**config.mk**
```make
export PLATFORM = sky130hd
export DESIGN_NAME = activ_func_arbiter_flat
export DESIGN_NICKNAME = d
export VERILOG_FILES = /design/src/rtl/activ_func_arbiter_pkg.sv /design/src/rtl/activ_func_arbiter_if.sv /design/src/rtl/activ_func_arbiter_rr_pick.sv /design/src/rtl/activ_func_arbiter.sv /design/src/flat_wrapper.sv
export SDC_FILE = /design/constraint.sdc
export NUM_CORES = 1
export LEC_CHECK = 0
export CORE_ASPECT_RATIO = 1.1
export CORE_MARGIN = 3
export CORE_UTILIZATION = 40
export DETAILED_ROUTE_END_ITERATION = 10
export DONT_BUFFER_PORTS = 1
export GPL_ROUTABILITY_DRIVEN = 0
export GPL_TIMING_DRIVEN = 0
export MAX_ROUTING_LAYER = met4
export PLACE_DENSITY = 0.6
export SYNTH_ARGS = -nofsm -noshare
export SYNTH_HDL_FRONTEND = slang
export SYNTH_HIERARCHICAL = 1
export SYNTH_SLANG_ARGS = --single-unit
```
**constraint.sdc**
```tcl
create_clock -name clk -period 2.2 [get_ports clk]
set_clock_uncertainty 0.05 [all_clocks]
set_input_delay 0.44 -clock clk [delete_from_list [all_inputs] [get_ports clk]]
set_output_delay 0.44 -clock clk [all_outputs]
set_load 0.01 [all_outputs]
```
**src/rtl/activ_func_arbiter_pkg.sv**
```systemverilog
// Shared types and constants for the activation-function arbiter and its stage.
package activ_func_arbiter_pkg;

  // Sequencer states; the encoding is visible on debug taps, so keep it fixed.
  typedef enum logic [1:0] {
    StIdle  = 2'd0,
    StIssue = 2'd1,
    StWait  = 2'd2,
    StResp  = 2'd3
  } arb_state_e;

  localparam int unsigned ActSelW     = 2;
  localparam int unsigned DefaultValW = 16;

  // Activation selects understood by the shared stage.
  localparam logic [ActSelW-1:0] ActRelu    = 2'd0;
  localparam logic [ActSelW-1:0] ActSigmoid = 2'd1;
  localparam logic [ActSelW-1:0] ActTanh    = 2'd2;
  localparam logic [ActSelW-1:0] ActIdent   = 2'd3;

endpackage

```
**src/rtl/activ_func_arbiter_if.sv**
```systemverilog
// Request, stage and writeback signals of the activation-function arbiter.
// slave: the arbiter side; master: requesters, stage and writeback sink.
interface activ_func_arbiter_if
  import activ_func_arbiter_pkg::*;
#(
  parameter int unsigned NUM_REQ = 4,
  parameter int unsigned VAL_W   = DefaultValW
);
  logic [NUM_REQ-1:0]         req;
  logic [NUM_REQ*VAL_W-1:0]   req_val;
  logic [NUM_REQ*ActSelW-1:0] req_sel;
  logic [NUM_REQ*VAL_W-1:0]   req_dest;
  logic [NUM_REQ-1:0]         ack;
  logic                       busy;
  logic [VAL_W-1:0]           stg_val;
  logic [ActSelW-1:0]         stg_sel;
  logic [VAL_W-1:0]           stg_dest;
  logic                       stg_we;
  logic                       stg_done;
  logic [VAL_W-1:0]           stg_result;
  logic                       wb_we;
  logic [VAL_W-1:0]           wb_dest;
  logic [VAL_W-1:0]           wb_val;
  logic                       err;

  modport slave (
    input  req, req_val, req_sel, req_dest, stg_done, stg_result,
    output ack, busy, stg_val, stg_sel, stg_dest, stg_we, wb_we, wb_dest, wb_val, err
  );

  modport master (
    output req, req_val, req_sel, req_dest, stg_done, stg_result,
    input  ack, busy, stg_val, stg_sel, stg_dest, stg_we, wb_we, wb_dest, wb_val, err
  );
endinterface

```
**src/rtl/activ_func_arbiter_rr_pick.sv**
```systemverilog
// Combinational round-robin picker: first set request after last_grant, wrapping.
module activ_func_arbiter_rr_pick #(
  parameter int unsigned NUM_REQ = 4,
  parameter int unsigned IdxW    = $clog2(NUM_REQ)
) (
  input  logic [NUM_REQ-1:0] req,
  input  logic [IdxW-1:0]    last_grant,
  output logic [IdxW-1:0]    winner,
  output logic               any_req
);

  logic [IdxW-1:0] idx;

  // Scan from last_grant+1 upward; the first hit wins.
  always_comb begin
    winner  = '0;
    any_req = 1'b0;
    idx     = '0;
    for (int unsigned i = 1; i <= NUM_REQ; i++) begin
      idx = IdxW'((32'(last_grant) + i) % NUM_REQ);
      if (!any_req && req[idx]) begin
        winner  = idx;
        any_req = 1'b1;
      end
    end
  end

endmodule

```
**src/rtl/activ_func_arbiter.sv**
```systemverilog
// Round-robin arbiter sharing one activation stage among NUM_REQ requesters.
// One transaction in flight: IDLE -> ISSUE -> WAIT -> RESP. All outputs registered.
// Optional: define ACTARB_TIMEOUT_EN to abort a WAIT after TIMEOUT_CYC cycles
// and raise a sticky err flag.
module activ_func_arbiter
  import activ_func_arbiter_pkg::*;
#(
  parameter int unsigned NUM_REQ     = 4,
  parameter int unsigned VAL_W       = DefaultValW,
  parameter int unsigned TIMEOUT_CYC = 16
) (
  input  logic                 clk,
  input  logic                 rst,
  activ_func_arbiter_if.slave  bus
);

  localparam int unsigned IdxW = $clog2(NUM_REQ);

  if (NUM_REQ < 2 || NUM_REQ > 8 || TIMEOUT_CYC == 0) begin : g_bad_param
    $error("activ_func_arbiter: unsupported parameter value");
  end

  arb_state_e          state_q, state_d;
  logic [IdxW-1:0]     last_q, last_d;
  logic [IdxW-1:0]     grant_q, grant_d;
  logic [VAL_W-1:0]    sval_q, sval_d;
  logic [ActSelW-1:0]  ssel_q, ssel_d;
  logic [VAL_W-1:0]    sdest_q, sdest_d;
  logic                swe_q, swe_d;
  logic                wbwe_q, wbwe_d;
  logic [VAL_W-1:0]    wbdest_q, wbdest_d;
  logic [VAL_W-1:0]    wbval_q, wbval_d;
  logic [NUM_REQ-1:0]  ack_q, ack_d;
  logic                busy_q, busy_d;

  logic [IdxW-1:0]     pick_idx;
  logic                pick_any;

  logic [VAL_W-1:0]    val_arr  [NUM_REQ];
  logic [ActSelW-1:0]  sel_arr  [NUM_REQ];
  logic [VAL_W-1:0]    dest_arr [NUM_REQ];

  for (genvar i = 0; i < NUM_REQ; i++) begin : g_unpack
    assign val_arr[i]  = bus.req_val[i*VAL_W +: VAL_W];
    assign sel_arr[i]  = bus.req_sel[i*ActSelW +: ActSelW];
    assign dest_arr[i] = bus.req_dest[i*VAL_W +: VAL_W];
  end

  activ_func_arbiter_rr_pick #(
    .NUM_REQ (NUM_REQ),
    .IdxW    (IdxW)
  ) u_rr_pick (
    .req        (bus.req),
    .last_grant (last_q),
    .winner     (pick_idx),
    .any_req    (pick_any)
  );

`ifdef ACTARB_TIMEOUT_EN
  localparam int unsigned CntW = $clog2(TIMEOUT_CYC + 1);
  logic [CntW-1:0] cnt_q, cnt_d;
  logic            err_q, err_d;
`endif

  // Next-state and registered-output values.
  always_comb begin
    state_d  = state_q;
    last_d   = last_q;
    grant_d  = grant_q;
    sval_d   = sval_q;
    ssel_d   = ssel_q;
    sdest_d  = sdest_q;
    swe_d    = 1'b0;
    wbwe_d   = 1'b0;
    wbdest_d = wbdest_q;
    wbval_d  = wbval_q;
    ack_d    = '0;
`ifdef ACTARB_TIMEOUT_EN
    cnt_d    = cnt_q;
    err_d    = err_q;
`endif
    unique case (state_q)
      StIdle: begin
        if (pick_any) begin
          grant_d = pick_idx;
          sval_d  = val_arr[pick_idx];
          ssel_d  = sel_arr[pick_idx];
          sdest_d = dest_arr[pick_idx];
          swe_d   = 1'b1;
          state_d = StIssue;
        end
      end
      StIssue: begin
        state_d = StWait;
`ifdef ACTARB_TIMEOUT_EN
        cnt_d   = '0;
`endif
      end
      StWait: begin
        if (bus.stg_done) begin
          wbval_d  = bus.stg_result;
          wbdest_d = sdest_q;
          wbwe_d   = 1'b1;
          ack_d    = NUM_REQ'(1) << grant_q;
          state_d  = StResp;
        end
`ifdef ACTARB_TIMEOUT_EN
        else if (cnt_q == CntW'(TIMEOUT_CYC - 1)) begin
          // Abort: release the requester without a writeback.
          ack_d   = NUM_REQ'(1) << grant_q;
          err_d   = 1'b1;
          state_d = StResp;
        end else begin
          cnt_d = cnt_q + 1'b1;
        end
`endif
      end
      StResp: begin
        last_d  = grant_q;
        state_d = StIdle;
      end
    endcase
    busy_d = (state_d != StIdle);
  end

  // State and output registers with synchronous reset.
  always_ff @(posedge clk) begin
    if (rst) begin
      state_q  <= StIdle;
      last_q   <= IdxW'(NUM_REQ - 1);
      grant_q  <= '0;
      sval_q   <= '0;
      ssel_q   <= '0;
      sdest_q  <= '0;
      swe_q    <= 1'b0;
      wbwe_q   <= 1'b0;
      wbdest_q <= '0;
      wbval_q  <= '0;
      ack_q    <= '0;
      busy_q   <= 1'b0;
    end else begin
      state_q  <= state_d;
      last_q   <= last_d;
      grant_q  <= grant_d;
      sval_q   <= sval_d;
      ssel_q   <= ssel_d;
      sdest_q  <= sdest_d;
      swe_q    <= swe_d;
      wbwe_q   <= wbwe_d;
      wbdest_q <= wbdest_d;
      wbval_q  <= wbval_d;
      ack_q    <= ack_d;
      busy_q   <= busy_d;
    end
  end

`ifdef ACTARB_TIMEOUT_EN
  // WAIT-cycle counter and sticky timeout flag.
  always_ff @(posedge clk) begin
    if (rst) begin
      cnt_q <= '0;
      err_q <= 1'b0;
    end else begin
      cnt_q <= cnt_d;
      err_q <= err_d;
    end
  end
  assign bus.err = err_q;
`else
  assign bus.err = 1'b0;
`endif

  assign bus.stg_val  = sval_q;
  assign bus.stg_sel  = ssel_q;
  assign bus.stg_dest = sdest_q;
  assign bus.stg_we   = swe_q;
  assign bus.wb_we    = wbwe_q;
  assign bus.wb_dest  = wbdest_q;
  assign bus.wb_val   = wbval_q;
  assign bus.ack      = ack_q;
  assign bus.busy     = busy_q;

endmodule

```
**src/flat_wrapper.sv**
```systemverilog
// flat-port wrapper written by rule: the top's interface ports become plain ports
module activ_func_arbiter_flat import activ_func_arbiter_pkg::*;
#(
  parameter int unsigned NUM_REQ     = 4,
  parameter int unsigned VAL_W       = DefaultValW,
  parameter int unsigned TIMEOUT_CYC = 16
)
  (clk, rst, bus_req, bus_req_val, bus_req_sel, bus_req_dest, bus_stg_done, bus_stg_result, bus_ack, bus_busy, bus_stg_val, bus_stg_sel, bus_stg_dest, bus_stg_we, bus_wb_we, bus_wb_dest, bus_wb_val, bus_err);
  activ_func_arbiter_if #(.NUM_REQ(NUM_REQ), .VAL_W(VAL_W)) bus_i ();
  input  logic clk;
  input  logic rst;
  input wire logic [$bits(bus_i.req)-1:0] bus_req;
  input wire logic [$bits(bus_i.req_val)-1:0] bus_req_val;
  input wire logic [$bits(bus_i.req_sel)-1:0] bus_req_sel;
  input wire logic [$bits(bus_i.req_dest)-1:0] bus_req_dest;
  input wire logic [$bits(bus_i.stg_done)-1:0] bus_stg_done;
  input wire logic [$bits(bus_i.stg_result)-1:0] bus_stg_result;
  output wire logic [$bits(bus_i.ack)-1:0] bus_ack;
  output wire logic [$bits(bus_i.busy)-1:0] bus_busy;
  output wire logic [$bits(bus_i.stg_val)-1:0] bus_stg_val;
  output wire logic [$bits(bus_i.stg_sel)-1:0] bus_stg_sel;
  output wire logic [$bits(bus_i.stg_dest)-1:0] bus_stg_dest;
  output wire logic [$bits(bus_i.stg_we)-1:0] bus_stg_we;
  output wire logic [$bits(bus_i.wb_we)-1:0] bus_wb_we;
  output wire logic [$bits(bus_i.wb_dest)-1:0] bus_wb_dest;
  output wire logic [$bits(bus_i.wb_val)-1:0] bus_wb_val;
  output wire logic [$bits(bus_i.err)-1:0] bus_err;
  assign bus_i.req = bus_req;
  assign bus_i.req_val = bus_req_val;
  assign bus_i.req_sel = bus_req_sel;
  assign bus_i.req_dest = bus_req_dest;
  assign bus_i.stg_done = bus_stg_done;
  assign bus_i.stg_result = bus_stg_result;
  assign bus_ack = bus_i.ack;
  assign bus_busy = bus_i.busy;
  assign bus_stg_val = bus_i.stg_val;
  assign bus_stg_sel = bus_i.stg_sel;
  assign bus_stg_dest = bus_i.stg_dest;
  assign bus_stg_we = bus_i.stg_we;
  assign bus_wb_we = bus_i.wb_we;
  assign bus_wb_dest = bus_i.wb_dest;
  assign bus_wb_val = bus_i.wb_val;
  assign bus_err = bus_i.err;
  activ_func_arbiter #(.NUM_REQ(NUM_REQ), .VAL_W(VAL_W), .TIMEOUT_CYC(TIMEOUT_CYC)) u_core (.clk(clk), .rst(rst), .bus(bus_i));
endmodule
```
==> flow_metrics.env <==
export IMPL_top_layer="met4"
export IMPL_worstMarginPinSlew_ns=0.515
export IMPL_start_util_pct=41.6
export IMPL_yosysUniqueCellTypes=33
export IMPL_powerDensity_mw_per_mm2=958
export IMPL_wl_met2_um=4860
export IMPL_fill_cells=795
export IMPL_grt_setup_unrepaired="false"
export IMPL_core_area_sq_mm=0.00845
export IMPL_synth_nets=473
export IMPL_ys_ff_latch=79
export IMPL_clockBufferDepth=2
export IMPL_clock_fmax_mhz=487
export IMPL_wl_met1_um=3470
export IMPL_hold_buffers=0
export IMPL_ys_seq_area_share_pct=45.0
export IMPL_die_h_um=104
export IMPL_path_cells="nand2b_1 > a21oi_2 > o221ai_2 > buf_6 > buf_6 > mux4_2 > a22o_1"
export IMPL_worst_slack_ns=0.145
export IMPL_io_pins=233
export IMPL_outcome="finished, final reports clean"
export IMPL_antenna_found_initial=0
export IMPL_finalHoldViolCount=0
export IMPL_grt_pass1_wl_um=13800
export IMPL_cts_tree="done"
export IMPL_maxCapViolCount=0
export IMPL_synthArstFlopShare_pct=0
export IMPL_die_area_sq_mm=0.00995
export IMPL_finalCritPeriodShare_pct=93.4
export IMPL_synth_top_area_share_pct=45.0
export IMPL_clock_sinks=79
export IMPL_synth_yosys_warnings=6
export IMPL_setup_viol=0
export IMPL_min_from="bus_stg_result[11]"
export IMPL_slowest_delay_ns=0.54
export IMPL_diodes=0
export IMPL_cpMostUsedCell="buf_6"
export IMPL_wl_met3_um=1150
export IMPL_cp_slowest_cell="mux4_2"
export IMPL_avgRoutedWirePerCell_um=21.7
export IMPL_track_usage_pct=18.9
export IMPL_drt_initial_drc_count=99
export IMPL_die_w_um=95.4
export IMPL_arrival_ns=2.25
export IMPL_cts_repair_resize_count=1
export IMPL_portBuffers=0
export IMPL_yosysMostFrequentCell="dfxtp_1"
export IMPL_fin_crit_ns=2.05
export IMPL_clk_latency_ns=0.34
export IMPL_ir_worst_vdd_mv=0.343
export IMPL_cp_start_kind="flop"
export IMPL_clockRootBuffer="clkbuf_8"
export IMPL_cts_clk_slew_worst_paths_ns=0.09
export IMPL_leakage_nw=1.40
export IMPL_cts_buffers=9
export IMPL_crit_required_ns=2.39
export IMPL_placed_cells=425
export IMPL_gr_total_overflow=0
export IMPL_wl_um=9560
export IMPL_ant_nets=0
export IMPL_fin_cells=440
export IMPL_grt_start_max_net_pins=14
export IMPL_synth_edf_count=0
export IMPL_whs_ns=0.178
export IMPL_nets=484
export IMPL_syn_avg_cell_area_sq_um=11.2
export IMPL_synth_common_cells="dfxtp_1 (79), nand2_1 (69), a21oi_1 (36)"
export IMPL_grt_pass1_vias=2545
export IMPL_rows=35
export IMPL_hpwl_um=7540
export IMPL_htreeDepth=3
export IMPL_worstSetupPathType="reg2reg"
export IMPL_crit_reg2reg_launch="u_core/last_q[1]"
export IMPL_yosysTopAreaCell="dfxtp_1"
export IMPL_drv_slew=0
export IMPL_cp_startpoint="u_core/last_q[1]"
export IMPL_vias=2524
export IMPL_maxSlewHeadroom_pct=65.5
export IMPL_viasPerCell=5.74
export IMPL_syn_to_final_growth_pct=10.0
export IMPL_place_ws_ns=-0.0381
export IMPL_drc=0
export IMPL_critPathCaptureType="flop"
export IMPL_cts_setup_buffers=0
export IMPL_yosys_top_cells_area="dfxtp_1 (45%), mux4_2 (19%), a22o_1 (8.5%), nand2_1 (7.4%), a21oi_1 (5.1%)"
export IMPL_synth_main_ff_cell="dfxtp_1"
export IMPL_drt_pass1_iterations=4
export IMPL_synth_area_sq_mm=0.00351
export IMPL_drive_above_1_share_pct=22.2
export IMPL_synth_cells=314
export IMPL_critPathMaxFanout=10
export IMPL_hold_path_class="in2reg"
-- report_power, final --
part | switching, mW | leakage (nW) | internal, mW | total [mW]
Combinational | 0.332 | 0.648 | 0.367 | 0.700
Clock | 0.530 | 0.103 | 0.636 | 1.17
Sequential | 0.230 | 0.645 | 1.61 | 1.84
-- routing by layer --
| layer | up-vias | global-route usage (%) |
|---|---|---|
| met5 | - | - |
| met2 | 166 | 31.9 |
| met1 | 1172 | 21.1 |
| met4 | 0 | 4.57 |
| met3 | 5 | 6.73 |
| li1 | 1181 | - |
-- layout make-up --
type / count / area [sq um] / share of cell area, %
clock inverters: 5 / 81.3 / 2.10
inverters: 1 / 3.75 / 0.0971
well taps: 111 / 139 / 3.59
clock buffers: 10 / 128 / 3.30
plain buffers: 29 / 170 / 4.40
flip-flops and latches: 79 / 1580 / 40.9
multi-input cells: 205 / 1760 / 45.6
-- critical path, delay by kind of cell, from the launching register on --
kind | cells | cell delay, ns
AND/OR/NAND/NOR | 1 | 0.14
multiplexers | 1 | 0.54
flip-flops | 1 | 0.39
buffers and inverters | 2 | 0.39
AO/OA/AOI/OAI | 3 | 0.44
-- metrics by stage --
| stage | cell area (sq um) | setup TNS (ns) | power (mW) | utilization [%] |
|---|---|---|---|---|
| 4_1_cts | 3860 | 0 | 3.75 | 45.7 |
| 3_5_place_dp | 3650 | -0.167 | 2.58 | 43.2 |
| 2_1_floorplan | 3510 | 0 | 2.40 | - |
| 5_1_grt | 3870 | 0 | 3.91 | 45.7 |
| 6_report | 3870 | 0 | 3.70 | 45.7 |
| 3_3_place_gp | 3650 | -0.0885 | 2.56 | 43.2 |
-- kinds of logic after synthesis --
| group | share of synthesized area, % |
|---|---|
| compound gates | 15.5 |
| xor+xnor | 0.249 |
| buf+inv | 4.88 |
| flops | 45.0 |
| mux | 22.6 |
| other cells | 0.107 |
| simple gates | 11.7 |
-- layout by cell type, fill, tap and decap left out, types with 5 or more instances in the layout --
master     n
dfxtp_1   78
nand2_1   69
a21oi_1   36
mux4_1     5
a22o_1    34
clkbuf_8   9
buf_2     14
clkbuf_1   6
nor2_1     5
mux4_2    29
-- worst paths after layout --
path                                          endpoint  slack, ns  cells after the start
worst max-delay path            u_core/bus.stg_dest[5]       0.15                      7
worst min-delay path             u_core/bus.wb_val[11]       0.18                      2
worst max register to register  u_core/bus.stg_dest[5]       0.15                      7
worst min register to register   u_core/bus.wb_val[12]       0.45                      2
-- flip-flops by register name, indices dropped and copies added (netlist names) --
| register | count |
|---|---|
| u_core/state_q | 2 |
| u_core/bus.ack | 4 |
| u_core/bus.wb_dest | 16 |
| u_core/bus.wb_we | 1 |
| u_core/bus.stg_we | 1 |
| u_core/bus.stg_dest | 16 |
| u_core/bus.wb_val | 16 |
| u_core/bus.stg_sel | 2 |
| u_core/bus.busy | 1 |
| u_core/last_q | 2 |
| u_core/grant_q | 2 |
| u_core/bus.stg_val | 16 |
No activity file was read; power rests on OpenSTA's default activity.
==> RTL change: new RTL, same settings <==
`NUM_REQ` is set to 4 in 4 places; all go to 2.
--- a/src/rtl/activ_func_arbiter_if.sv
+++ b/src/rtl/activ_func_arbiter_if.sv
@@ -5,3 +5,3 @@
 #(
-  parameter int unsigned NUM_REQ = 4,
+  parameter int unsigned NUM_REQ = 2,
   parameter int unsigned VAL_W   = DefaultValW
--- a/src/rtl/activ_func_arbiter_rr_pick.sv
+++ b/src/rtl/activ_func_arbiter_rr_pick.sv
@@ -2,3 +2,3 @@
 module activ_func_arbiter_rr_pick #(
-  parameter int unsigned NUM_REQ = 4,
+  parameter int unsigned NUM_REQ = 2,
   parameter int unsigned IdxW    = $clog2(NUM_REQ)
--- a/src/rtl/activ_func_arbiter.sv
+++ b/src/rtl/activ_func_arbiter.sv
@@ -7,3 +7,3 @@
 #(
-  parameter int unsigned NUM_REQ     = 4,
+  parameter int unsigned NUM_REQ     = 2,
   parameter int unsigned VAL_W       = DefaultValW,
--- a/src/flat_wrapper.sv
+++ b/src/flat_wrapper.sv
@@ -3,3 +3,3 @@
 #(
-  parameter int unsigned NUM_REQ     = 4,
+  parameter int unsigned NUM_REQ     = 2,
   parameter int unsigned VAL_W       = DefaultValW,
Interface: changed (5 resized); port bits go from 233 to 161. The function was not compared with the original's and may differ.
==> RTL change against the unedited design <==
- via count up 3.4%
- count of clock-buffer cells in the layout did not move
- synthesized area is 0.96% lower
- final area rose by 0.45%
- setup slack gained 0.46 ns
- global-route usage shrank 0.17 points
- highest routed layer unchanged
- critical path depth decreased by 2
- routed wire length shrank 5.7%
- sequential cell count decreased by 4
- synthesized cell count up 8.0%
- cell count grew 5.9%
- core utilization increased by 0.45 points
Power is not compared: it rests on default switching activity, and its combinational part moved more than twofold at a synthesized area within 25%.
==> RTL change: results (changes against the unedited design) <==
| Metric | Value |
|---|---|
| Share of cells above drive strength 1 | 0.268 (was 0.222) |
| Total track usage | 0.187 (was 0.189) |
| M1 WL | 3.84 mm (was 3.47 mm) |
| Post-Place Setup Slack | 0.473 ns (was -0.0381 ns) |
| Worst r2r dst | u_core/bus.stg_dest[6] (was u_core/bus.stg_dest[5]) |
| Mux cell area share after synthesis | 0.101 (was 0.226) |
| Tmin final | 1.59 ns (was 2.05 ns) |
| Post-synth net total | 432 (was 473) |
| Drt wl/cell | 19.3 um (was 21.7 um) |
| Hold_sp | bus_stg_result[13] (was bus_stg_result[11]) |
| First-pass GRT wire length | 14.1 mm (was 13.8 mm) |
| Synthesized-area fraction occupied by adder cells | 0.0144 (was 0) |
| Post-synth top cells | dfxtp_1, a21oi_1, mux2i_1 (was dfxtp_1, nand2_1, a21oi_1) |
| Share of the synthesized area in compound gates (AO/OA/AOI/OAI) | 0.317 (was 0.155) |
| GR Util met2 | 0.287 (was 0.319) |
| Status | finished clean (unchanged) |
| Netlist cell types | 25 (was 33) |
| R2R Path Start | u_core/last_q (was u_core/last_q[1]) |
| PostCTS Resize Cnt | 0 (was 1) |
| First DRT Iteration DRCs | 72 (was 99) |
| Worst R2R Path Depth | 5 (was 7) |
| Sequential-to-total area share from yosys stat | 0.431 (was 0.450) |
| WL met3 | 876 um (was 1.15 mm) |
| DR top layer | met4 (unchanged) |
| Met2 Wirelength | 4.20 mm (was 4.86 mm) |
| Grt met3 use | 0.0581 (was 0.0673) |
| Met1 usage | 0.237 (was 0.211) |
| Ys Warns | 6 (unchanged) |
| Hold endpoint | u_core/bus.wb_val[13] (was u_core/bus.wb_val[11]) |
| Cell Area, Placed | 3620 um^2 (was 3650 um^2) |
| Hpwl dp | 6.72 mm (was 7.54 mm) |
| Vias | 2609 (was 2524) |
| Layout Nets | 443 (was 484) |
| Top cells by area, synth | dfxtp_1, a211oi_2, mux2i_1, a21oi_1, a21bo_2 (was dfxtp_1, mux4_2, a22o_1, nand2_1, a21oi_1) |
| WS Path Type | reg2reg (unchanged) |
| Data arrival time of the worst path | 1.76 ns (was 2.25 ns) |
| Vias in the first global route | 2737 (was 2545) |
[RTL change: stage by stage]
stage	total power (W)	cells
after floorplan	0.00340	339
after global placement	0.00376	450
after detailed placement	0.00381	450
after CTS	0.00521	466
after global routing	0.00547	466
final	0.00514	466
[RTL change: power groups by stage]
stage | Sequential (W) | Clock (W) | Combinational (W)
after floorplan | 0.00202 | 0 | 0.00138
after global placement | 0.00213 | 0 | 0.00162
after detailed placement | 0.00214 | 0 | 0.00167
after CTS | 0.00211 | 0.00143 | 0.00167
after global routing | 0.00214 | 0.00148 | 0.00184
final | 0.00210 | 0.00139 | 0.00166
[RTL change: critical path, stage by stage, from the launching register on]
cell and delay [ns]:
dfxtp_1 0.31, a21boi_0 0.22, buf_6 0.19, buf_4 0.25, mux2i_1 0.34, a211oi_2 0.11
[RTL change: cell type report]
class	count	area (um^2)
fill	824	4520
multi-input combinational	223	1740
sequential	75	1500
buffer	39	234
tap	111	139
clock inverter	6	136
clock buffer	10	128
inverter	2	7.51
